--- src/rtl/mux_rr_n_ch.sv ---
// N-channel registered word multiplexer with round-robin / fixed-priority
// arbitration. Define MUX_RR_TRISTATE_EN to float mux_out while idle.
module mux_rr_n_ch #(
  parameter int word_size = 32,
  parameter int num_ch = 4,
  localparam int sel_width = $clog2(num_ch)
) (
  input  logic                        clock,
  input  logic                        reset,
  input  logic                        mode,
  input  logic [num_ch-1:0]           req_valid,
  input  logic [num_ch*word_size-1:0] req_data,
  output logic [num_ch-1:0]           req_ready,
  output logic [word_size-1:0]        mux_out,
  output logic                        out_valid,
  input  logic                        out_ready,
  output logic [sel_width-1:0]        grant_id
);

  localparam logic [sel_width:0] NCH =
    (sel_width+1)'(num_ch);
  localparam logic [sel_width-1:0] LAST =
    sel_width'(num_ch - 1);

  logic [sel_width-1:0] rr_ptr_q, rr_ptr_d;
  logic [sel_width-1:0] grant_q, grant_d;
  logic [word_size-1:0] data_q, data_d;
  logic                 out_valid_q, out_valid_d;

  logic [sel_width-1:0] win;
  logic                 any_req;
  logic                 can_load;
  logic                 accept;

  // Pick the winner: lowest index, or first set bit from rr_ptr upward.
  always_comb begin
    logic [sel_width:0]   sum;
    logic [sel_width-1:0] idx;
    win = '0;
    any_req = 1'b0;
    sum = '0;
    idx = '0;
    for (int k = 0; k < num_ch; k++) begin
      sum = {1'b0, rr_ptr_q} + (sel_width+1)'(k);
      if (sum >= NCH) begin
        sum = sum - NCH;
      end
      if (mode) begin
        idx = sel_width'(k);
      end else begin
        idx = sum[sel_width-1:0];
      end
      if (!any_req && req_valid[idx]) begin
        any_req = 1'b1;
        win = idx;
      end
    end
  end

  assign can_load = !out_valid_q || out_ready;
  assign accept = any_req && can_load && !reset;

  // One-hot ready toward the winning channel when the register can load.
  always_comb begin
    req_ready = '0;
    for (int i = 0; i < num_ch; i++) begin
      if (accept && (win == sel_width'(i))) begin
        req_ready[i] = 1'b1;
      end
    end
  end

  // Next state of the output register, grant and round-robin pointer.
  always_comb begin
    rr_ptr_d = rr_ptr_q;
    grant_d = grant_q;
    data_d = data_q;
    out_valid_d = out_valid_q;
    if (accept) begin
      data_d = req_data[int'(win)*word_size +: word_size];
      grant_d = win;
      out_valid_d = 1'b1;
      if (!mode) begin
        rr_ptr_d = (win == LAST) ? '0 : win + 1'b1;
      end
    end else if (out_ready) begin
      out_valid_d = 1'b0;
    end
  end

  // State registers with synchronous reset discarding any pending word.
  always_ff @(posedge clock) begin
    if (reset) begin
      rr_ptr_q <= '0;
      grant_q <= '0;
      data_q <= '0;
      out_valid_q <= 1'b0;
    end else begin
      rr_ptr_q <= rr_ptr_d;
      grant_q <= grant_d;
      data_q <= data_d;
      out_valid_q <= out_valid_d;
    end
  end

  assign out_valid = out_valid_q;
  assign grant_id = grant_q;

`ifdef MUX_RR_TRISTATE_EN
  assign mux_out = out_valid_q ? data_q : {word_size{1'bz}};
`else
  assign mux_out = data_q;
`endif

endmodule

--- config.mk ---
export PLATFORM = sky130hd
export DESIGN_NAME = mux_rr_n_ch
export DESIGN_NICKNAME = d
export VERILOG_FILES = /design/src/rtl/mux_rr_n_ch.sv
export SDC_FILE = /design/constraint.sdc
export NUM_CORES = 1
export LEC_CHECK = 0
export BUFFER_PORTS_ARGS = -buffer_cell sky130_fd_sc_hd__buf_2
export CAP_MARGIN = 20
export CELL_PAD_IN_SITES_DETAIL_PLACEMENT = 1
export CELL_PAD_IN_SITES_GLOBAL_PLACEMENT = 1
export CORE_MARGIN = 3
export CORE_UTILIZATION = 26
export CTS_CLUSTER_SIZE = 16
export DETAILED_ROUTE_END_ITERATION = 10
export GPL_ROUTABILITY_DRIVEN = 0
export PLACE_DENSITY_LB_ADDON = 0.1
export SETUP_SLACK_MARGIN = 0.1
export SLEW_MARGIN = 5
export SYNTH_ARGS = -nofsm -noshare
export SYNTH_HDL_FRONTEND = slang
export SYNTH_SLANG_ARGS = --single-unit
--- constraint.sdc ---
create_clock -name clock -period 2.1 [get_ports clock]
set_input_delay 0.42 -clock clock [delete_from_list [all_inputs] [get_ports clock]]
set_output_delay 0.42 -clock clock [all_outputs]
set_load 0.02 [all_outputs]
======== Word level (Yosys, flattened, before mapping) ========
Cells that the tools add are included.
operators by class
  equal/unequal tests ..................... 3
  $mul .................................... 0
  reductions and logical operators ........ 18
  order comparisons ....................... 8
  divide/modulo/power cells ............... 0
  shifts and indexed selects .............. 1
  multiplexer cells ....................... 31
  add/subtract/negate cells ............... 8
  bitwise operators ....................... 1
operators by type and width
  operator                                             count
  indexed part select 128 x 8 -> 32 bit                1
  two-way mux 2 bit                                    13
  two-way mux 1 bit                                    14
  < comparator 2 x 3 -> 1 bit, second input constant   4
  >= comparator 3 bit, second input constant           3
  logical AND 1 bit                                    9
  binary-select mux 1 bit (select 2 bit)               4
  subtractor 2 x 1 -> 2 bit, second input constant     4
  adder 2 x 2 -> 3 bit, second input constant          2
  logical NOT 1 bit                                    5
  == test 2 bit, second input constant                 2
  adder 2 x 1 -> 3 bit, second input constant          1
  >= comparator 2 x 3 -> 1 bit, second input constant  1
  adder 2 x 1 -> 2 bit, second input constant          1
  == test 2 x 1 -> 1 bit, second input constant        1
  logical NOT 2 bit                                    1
  AND reduction 2 bit                                  1
  nonzero test 2 bit                                   1
  logical OR 1 bit                                     1
  NOT 1 bit                                            1
word-level totals
  output and inout bits ................... 39
  memory bits (read-only) ................. 0
  memories kept ........................... 0
  register bits after elaboration ......... 37
  bits in writable memories ............... 0
  input port bits ......................... 136
  bits in latches ......................... 0
  word-level logic and storage cells ...... 74

======== Depth between registers and ports, before layout ========
Gate-level depths: netlist of the first run.
  depth after elaboration ................. 19
  gate-level depth with buffers ........... 10

======== Worst setup path before layout of the first run ========
No wires, ideal clock.
  path type ............................... in2out
  start ................................... input mode
  end ..................................... output req_ready[0]
  required time ........................... 1.680 ns
  path slack .............................. -0.404 ns
  cell stages on the path ................. 5
  arrival time ............................ 2.084 ns
  path through ............................ clkbuf_2 > or4b_4 > o211ai_4 > buf_2 > nor3b_1
on the way
  longest elaborated chain between the ends .. 17
  elaborated cells between the ends (all ways) .. 31
  classes of those cells .................. mux: 21; reduce/logical: 10
ends and longest elaborated chain
  what                                     RTL line  text
  from (decl)                              10        input logic mode,
  two-way mux 2 bit                        48        if (mode) begin
  binary-select mux 1 bit (select 2 bit)   53        if (!any_req && req_valid[idx]) begin
  two-way mux 1 bit (not written as such)  53
  two-way mux 1 bit                        53
  logical NOT 1 bit                        53
  logical AND 1 bit                        53
  two-way mux 1 bit                        53
  logical NOT 1 bit                        53
  logical AND 1 bit                        53
  two-way mux 1 bit                        53
  logical NOT 1 bit                        53
  logical AND 1 bit                        53
  two-way mux 1 bit                        53
  logical AND 1 bit (2 in a row)           61        assign accept = any_req && can_load && !reset;
  logical AND 1 bit *                      67        if (accept && (win == sel_width'(i))) begin
  two-way mux 1 bit *                      67
  to (decl)                                13        output logic [num_ch-1:0] req_ready,
Every way passes the cells marked *; elsewhere a longest branch is shown, timed or not. The select of a mux whose other input is x is not followed.

======== Final worst setup path of the first run ========
  start ................................... input req_valid[3]
  end ..................................... output req_ready[0]
on the way
  longest elaborated chain between the ends .. 16
  elaborated cells between the ends (all ways) .. 27
  classes of those cells .................. mux: 17; reduce/logical: 10
ends and longest elaborated chain
  what                                     RTL line  text
  from (decl)                              11        input logic [num_ch-1:0] req_valid,
  binary-select mux 1 bit (select 2 bit)   53
  two-way mux 1 bit (not written as such)  53
  two-way mux 1 bit                        53
  logical NOT 1 bit                        53
  logical AND 1 bit                        53
  two-way mux 1 bit                        53
  logical NOT 1 bit                        53
  logical AND 1 bit                        53
  two-way mux 1 bit                        53
  logical NOT 1 bit                        53
  logical AND 1 bit                        53
  two-way mux 1 bit                        53
  logical AND 1 bit (2 in a row)           61
  logical AND 1 bit *                      67
  two-way mux 1 bit *                      67
Marks and branches as above.

==> results.ini, run 1 <==
[logic_synthesis]
synthFlopType = dfxtp_1
ys_warn_count = 0
syn_inst = 276
syn_nets = 412
synth_area_per_cell_sq_um = 8.985
synth-edff-count = 0
seq_area_frac_synth_pct = 29.87
ys_ff_latch = 37
async_reset_ff_share_pct = 0
syn_area_sq_mm = 0.002480
ys_types = 31

[status]
violations = setup timing
status = finished with violations

[routing]
wl_per_cell_um = 16.06
postRouteAntennaNets = 0
viasPerCell = 4.809
drc = 0
first_pass_iters = 4
drt_iter0_markers = 55
wirelength_um = 9682
num_vias = 2900

[critical_path]
required_ns = 1.68
cp_max_fo = 6
crit_arrival_ns = 1.89
crit_type = primary input to primary output
start_kind = primary input
cp-end-kind = primary output

[cells_and_area]
area_growth_pct = 76.99
final_cell_mix = buf_2, mux2i_1, nor2_1, dfxtp_1, a221o_1
drive_above_1_share_pct = 55.49
utilization_pct = 47.50
antenna_cells = 0
nets = 610
mostFrequentLayoutCell = buf_2

[global_routing]
grt_pass1_vias = 2845
grt_overflow = 0
grt_max_degree = 44
grt_pass1_wl_um = 13810
track_usage_pct = 15.60
antenna_found_initial = 0

[timing]
hold_viol = 0
holdWs_ns = 0.3961
period_share_pct = 110.1
setup_viol = 23
tightestPinTransition_ns = 0.2537
final_max_slew_viol_count = 0
rsz0062_at_grt = yes
timing.fmax_mhz = 432.6
max-slew-margin-rel_pct = 82.93
skew_ns = 0.005604
post-route-min-period_ns = 2.311
setup_ws_ns = -0.2115
fin_setup_tns_ns = -1.761

[power_and_ir_drop]
total_power_mw = 2.557
worst_ir_drop_vdd_mv = 0.2237
p_leak_nw = 2.019
power_per_cell_area_mw_per_mm2 = 582.6

[clock_network]
clock_latency_ns = 0.29
cts_tree = built
cts_sinks = 37
cts_buffers = 5
ctsRootBufferMaster = clkbuf_8
htree_levels = 2
cts_max_path_buffers = 2
path_clk_slew_ns = 0.07

[floorplan]
die_area_sq_mm = 0.01075
die_h_um = 103.7
rows = 35
start_util_pct = 26.84
ios = 175
dieWidth_um = 103.7
coreArea_sq_mm = 0.009240

[hold_path]
hp-class = primary input to flop

[run]
cap_violations = 0

[place]
io_buffer_count = 174
dp_hpwl_um = 6689

-- Yosys cell counts (all sizes together), types with 2 or more instances --
| library cell | count | area share (%) |
|---|---|---|
| nor3b | 2 | 0.61 |
| nand4b | 2 | 0.71 |
| mux2i | 66 | 27 |
| a211oi | 2 | 0.61 |
| nor3 | 34 | 6.9 |
| a21oi | 6 | 1.2 |
| nor2 | 38 | 5.8 |
| dfxtp | 37 | 30 |
| buf | 16 | 3.9 |
| nor2b | 6 | 1.5 |
| clkbuf | 12 | 1.9 |
| nand2b | 6 | 1.5 |
| o21ai | 2 | 0.40 |
| or3b | 2 | 0.71 |
| a221o | 32 | 13 |
-- flip-flops by register name, summed over array words and instances, names as in the netlist --
register and flops:
grant_id 2, mux_out 32, out_valid 1, rr_ptr_q 2
-- logic make-up (layout without fill, tap and decap cells) --
| family | after synthesis | in the layout | share of synthesized area [%] |
|---|---|---|---|
| mux | 66 | 66 | 26.64 |
| simple gates | 96 | 96 | 19.83 |
| buf+inv | 29 | 227 | 5.953 |
| flops | 37 | 37 | 29.87 |
| compound gates | 47 | 47 | 17.36 |
| xor+xnor | 1 | 1 | 0.3532 |
-- report_power, final --
group | switching (mW) | internal, mW | total [mW]
clock network | 0.256 | 0.261 | 0.517
registers | 0.0527 | 0.795 | 0.847
logic | 0.561 | 0.632 | 1.19
-- critical path: stages --
cell and delay (ns):
buf_2 0.13, nor2b_1 0.15, or4b_4 0.50, o211ai_4 0.21
buf_12 0.15, nor3b_4 0.18, buf_6 0.14
-- worst paths after layout --
path	startpoint	to	slack, ns	cells past startpoint
worst max register to register	rr_ptr_q[0]	mux_out[5]	-0.09	10
worst min-delay path	reset	grant_id[0]	0.40	2
worst min register to register	mux_out[22]	mux_out[22]	0.49	1
worst max-delay path	req_valid[3]	req_ready[0]	-0.21	7
-- final cells by class --
| type | count | area (sq um) |
|---|---|---|
| Timing Repair Buffer | 219 | 1598 |
| Inverter | 1 | 3.754 |
| Clock buffer | 7 | 86.33 |
| Fill cell | 1107 | 4851 |
| Sequential cell | 37 | 748.2 |
| Multi-Input combinational cell | 210 | 1792 |
| Tap cell | 129 | 161.4 |
-- repair_timing --
item	in CTS	in global routing
cloned	3	6
hold buffers	0	0
endpoints found under the setup margin	37	38
buffers inserted	4	7
pin swaps	7	20
resized for setup	20	39
hold endpoints to repair	0	0
-- routing by layer --
metal  share of wire [%]  wire length (um)  GRT usage [%]  vias up
met5                   0                 0              0        -
met2                  51              4970          29.16       97
met1                  42              4032          17.62     1361
li1                    -                 -              -     1440
met3                 6.7               644          4.424        2
met4                0.36                35          3.134        0
-- through the flow --
stage | instance area [sq um] | std cells | setup WS, ns
6_report | 4389 | 603 | -0.2115
5_1_grt | 4389 | 603 | -0.2735
4_1_cts | 4025 | 591 | -0.2336
3_5_place_dp | 3742 | 577 | -0.2531
3_3_place_gp | 3742 | 577 | -0.2561
2_1_floorplan | 2570 | 276 | -0.1044
Power figures use the tool's default switching activity.
==> inputs of run 2 (changes only) <==
Settings changed: CORE_UTILIZATION 26 to 31, CTS_BUF_LIST from default to sky130_fd_sc_hd__clkbuf_4 sky130_fd_sc_hd__clkbuf_8.
Clock period 2.1 ns to 3 ns, I/O delays scaled along.
==> run 2 against run 1 <==
Against the previous run:
- the run now ends clean
- worst setup slack improved by 0.56 ns
- utilization is 0.55 points lower
- via count is 6.2% lower
- critical endpoint unchanged
- largest power group is now registers
==> results.ini, run 2 (synthesis gave the netlist of run 1 again) <==
[cells_and_area]
antenna_cells = 0
ff_latch_area_sq_um = 740.7
mostFrequentLayoutCell = buf_2
largest_register_ffs = 32
final_cell_mix = buf_2, mux2i_1, nor2_1, dfxtp_1, nor3_1
instances_no_fill = 535
fin_area_sq_mm = 0.003515
area_growth_pct = 41.73
fillers = 937
multi_input_area_sq_mm = 0.001608
drive_above_1_share_pct = 44.72
nets = 572

[critical_path]
cp-end-kind = primary output
start_kind = primary input
r2r-start = rr_ptr_q[0]
crit_arrival_ns = 2.05
worst_r2r_endpoint = mux_out[28]
crit_type = primary input to primary output
worstSetupStartpoint = req_valid[3]
reg2reg_slack_ns = 0.65
reg2reg_depth = 7
cp_max_fo = 9
required_ns = 2.40

[routing]
wl_per_cell_um = 15.08
wirelength_um = 8066
drt_iter0_markers = 54
first_pass_iters = 4
postRouteAntennaNets = 0
drc = 0
num_vias = 2719
viasPerCell = 5.082

[clock_network]
cts_sinks = 37
htree_levels = 2
cts_hold_buf = 0
cts_buffers = 5
ctsRootBufferMaster = clkbuf_8
clock_latency_ns = 0.28
cts_tree = built
cts_max_path_buffers = 2
path_clk_slew_ns = 0.07

[hold_path]
hold_depth = 1
min_delay_worst_endpoint = mux_out[12]
hp-class = flop to flop
min_from = mux_out[12]

[power_and_ir_drop]
worst_ir_drop_vdd_mv = 0.1713
p_leak_nw = 1.652
power_per_cell_area_mw_per_mm2 = 436.2

[global_routing]
grt_pass1_wl_um = 12120
grt_overflow = 0
grt_max_degree = 44
track_usage_pct = 16.81
antenna_found_initial = 0
grt_pass1_vias = 2628

[place]
post_dp_cell_area_sq_mm = 0.003421
io_buffer_count = 174
dp_cells = 528
dp_hpwl_um = 6368

[timing]
rsz0062_at_grt = no
timing.fmax_mhz = 377.5
tightestPinTransition_ns = 0.4920
fin_setup_tns_ns = 0
final_max_slew_viol_count = 0
hold_viol = 0
post-route-min-period_ns = 2.649
max-slew-margin-rel_pct = 67.20
period_share_pct = 88.30
setup_viol = 0
skew_ns = 0.003458

[run]
cap_violations = 0

[floorplan]
dieWidth_um = 95.44
die_h_um = 95.44
die_area_sq_mm = 0.009109
ios = 175
coreArea_sq_mm = 0.007486
rows = 31
start_util_pct = 33.13

[status]
status = completed

-- run 2: cell count changes in the layout (fill, tap and decap cells not counted), moves of 3 or more --
| cell | change |
|---|---|
| buf_4 | -14 |
| nor3_1 | +5 |
| mux2i_1 | +7 |
| buf_2 | +4 |
| mux2i_2 | -4 |
| mux2i_4 | -3 |
| buf_6 | -5 |
| buf_16 | -3 |
| clkbuf_16 | -6 |
| nor3_2 | -4 |
| buf_12 | -13 |
-- run 2: final cells by class --
| class | instances | area share, % |
|---|---|---|
| tap | 99 | 3.524 |
| clock buffer | 7 | 2.563 |
| multi-input combinational | 210 | 45.75 |
| inverter | 1 | 0.1068 |
| timing repair buffer | 181 | 26.98 |
| sequential | 37 | 21.08 |
-- run 2: power by group --
part	switching, mW	internal (mW)	total (mW)
sequential	0.0385	0.556	0.595
combinational	0.320	0.262	0.581
clock	0.166	0.191	0.357
-- run 2: timing repair --
item / 4_1_cts / 5_1_grt
buffers inserted: 0 / 0
endpoints found under the setup margin: 0 / 1
resized for setup: 0 / 1
-- run 2: worst max-delay path by stage --
stage / to / depth (start not counted) / slack, ns
finish: req_ready[0] / 6 / 0.35
global placement: req_ready[0] / 6 / 0.35
detailed placement: req_ready[0] / 6 / 0.27
floorplan: req_ready[0] / 5 / 0.14
CTS: req_ready[0] / 6 / 0.26
global route: req_ready[0] / 6 / 0.13
-- run 2: through the flow --
stage / hold slack [ns] / util [%] / power (mW) / setup WS, ns
floorplan: 0.5267 / - / 0.9761 / 0.1362
global placement: 0.4612 / 45.70 / 1.185 / 0.3470
detailed placement: 0.4658 / 45.70 / 1.195 / 0.2654
CTS: 0.4759 / 46.90 / 1.558 / 0.2640
global route: 0.5034 / 46.95 / 1.638 / 0.1293
finish: 0.4816 / 46.95 / 1.533 / 0.3511
-- run 2: per-layer routing --
metal	wire length [um]	global-route usage [%]
met5	0	0
met4	176	6.161
met1	3199	19.68
met3	690	3.710
met2	4000	29.85
-- run 2: critical path, cell delays in order --
cell and delay [ns]:
buf_2 0.14, nor2b_1 0.15, or4b_4 0.49, o211ai_4 0.25
nor3b_1 0.22, buf_2 0.19
==> inputs of run 3 (changes only) <==
Settings changed: ABC_AREA from default to 1.
==> run 3 against run 2 <==
Against the previous run:
- via count increased by 48%
- synthesized cell count increased by 100%
- critical path depth increased by 9
- maximum frequency decreased by 3.1%
- area after synthesis increased by 24%
- combinational power increased by 56%
- global-route usage increased by 4.3 points
==> results.ini, run 3 <==
[global_routing]
track_usage_pct = 21.10
grt_pass1_vias = 3989
grt_max_degree = 35
grt_overflow = 0
antenna_found_initial = 0
grt_pass1_wl_um = 19240

[clock_network]
htree_levels = 2
cts_tree = built
clock_latency_ns = 0.29
cts_hold_buf = 0
cts_max_path_buffers = 2
path_clk_slew_ns = 0.08
cts_sinks = 37
ctsRootBufferMaster = clkbuf_8
cts_buffers = 5
post-cts-setup-buffers = 0

[timing]
period_share_pct = 91.08
tightestPinTransition_ns = 0.5559
setup_viol = 0
rsz0062_at_grt = no
timing.fmax_mhz = 366.0
post-route-min-period_ns = 2.732
final_max_slew_viol_count = 0
hold_viol = 0
skew_ns = 0.002826
fin_setup_tns_ns = 0
max-slew-margin-rel_pct = 62.85

[logic_synthesis]
synth_area_per_cell_sq_um = 5.459
syn_nets = 701
ys_types = 26
synth-edff-count = 0
syn_area_sq_mm = 0.003084
ys_warn_count = 0
syn_inst = 565
synth_top_area_share_pct = 30.30
synthFlopType = dfxtp_1
yosys.area.top_type = nand2_1
async_reset_ff_share_pct = 0
yosys-top-cells-count = nand2_1, nand3_1, nor2_1, inv_1, dfxtp_1
seq_area_frac_synth_pct = 24.02
yosysMostFrequentCell = nand2_1
synth_area_leaders = nand2_1, dfxtp_1, nand3_1, nor2_1, inv_1
ys_ff_latch = 37

[floorplan]
dieWidth_um = 105.7
rows = 35
coreArea_sq_mm = 0.009459
die_h_um = 105.7
start_util_pct = 32.61
die_area_sq_mm = 0.01118
ios = 175

[critical_path]
cp-end-kind = primary output
cp_max_fo = 11
crit_type = primary input to primary output
start_kind = primary input
crit_arrival_ns = 2.13
reg2reg_depth = 13
required_ns = 2.40

[routing]
num_vias = 4034
drt_iter0_markers = 149
drc = 0
wl_per_cell_um = 14.10
viasPerCell = 4.713
wirelength_um = 12070
postRouteAntennaNets = 0
first_pass_iters = 4

[cells_and_area]
nets = 862
drive_above_1_share_pct = 29.71
area_growth_pct = 34.48
largest_register_ffs = 32
antenna_cells = 0
instances_no_fill = 856
mostFrequentLayoutCell = nand2_1
final_cell_mix = nand2_1, buf_2, nand3_1, nor2_1, inv_1
utilization_pct = 43.85
fin_area_sq_mm = 0.004148

[place]
dp_hpwl_um = 9335
dp_cells = 848
io_buffer_count = 174
post_dp_cell_area_sq_mm = 0.004028

[run]
cap_violations = 0

[power_and_ir_drop]
clockPowerShare_pct = 20.6
power_per_cell_area_mw_per_mm2 = 461.4
total_power_mw = 1.914
switchingPower_uw = 815.7
p_leak_nw = 2.504
pwr-share-comb_pct = 47.2
p_int_mw = 1.098
p_sw_share_pct = 42.62
worst_ir_drop_vdd_mv = 0.2279
pwr-share-seq_pct = 32.2

[hold_path]
hold_depth = 2
hp-class = flop to flop

[status]
status = completed

run 3: through the flow:
| step | setup WS (ns) | hold WS (ns) |
|---|---|---|
| after floorplan | 0.1047 | 0.5413 |
| after global placement | 0.1787 | 0.4542 |
| after detailed placement | 0.1244 | 0.4657 |
| after CTS | 0.1297 | 0.4764 |
| after global routing | 0.1086 | 0.4866 |
| final | 0.2676 | 0.4728 |
run 3: power groups by stage:
stage / Sequential [mW] / Clock [mW] / Combinational, mW
finish: 0.616 / 0.394 / 0.904
detailed placement: 0.626 / 0 / 0.913
global placement: 0.621 / 0 / 0.897
global route: 0.626 / 0.432 / 1.02
CTS: 0.616 / 0.416 / 0.916
floorplan: 0.709 / 0 / 0.522
run 3: area by class of cell:
cell class | instances | area [sq um]
Clock buffer | 7 | 96.34
Sequential cell | 37 | 742.0
Tap cell | 129 | 161.4
Clock inverter | 1 | 5.005
Multi-Input combinational cell | 441 | 1967
Timing Repair Buffer | 187 | 970.9
Inverter | 54 | 205.2
Fill cell | 1414 | 5311
run 3: final timing paths:
kind	start	to	slack, ns
min reg2reg	mux_out[13]	mux_out[13]	0.47
min	mux_out[13]	mux_out[13]	0.47
max reg2reg	rr_ptr_q[0]	mux_out[5]	0.62
max	mode	req_ready[2]	0.27
run 3: kinds of logic after synthesis:
logic type | Yosys count | share of synthesized area, %
compound gates | 13 | 2.677
buf+inv | 87 | 12.78
flops | 37 | 24.02
simple gates | 428 | 60.53
run 3: routing by layer:
metal	track usage (%)	vias to the layer above	wire [um]
met3	5.021	6	879
met5	0	-	0
met1	26.32	1840	5408
met2	36.89	129	5687
li1	-	2059	-
met4	4.440	0	93
run 3: critical path, stage by stage:
cell	delay (ns)
buf_2	0.12
inv_4	0.11
nand2_4	0.12
nand2_2	0.10
nand2_2	0.09
nand2_1	0.11
nand2_1	0.07
nor2_1	0.11
nand2_1	0.08
nand2_2	0.08
nand2_4	0.08
nor2_4	0.15
inv_1	0.07
nor2_1	0.08
buf_4	0.15
run 3: what timing repair did:
item / in CTS / in global routing
hold endpoints to repair: 0 / 0
setup endpoints to repair: 2 / 4
gates resized for setup: 1 / 5
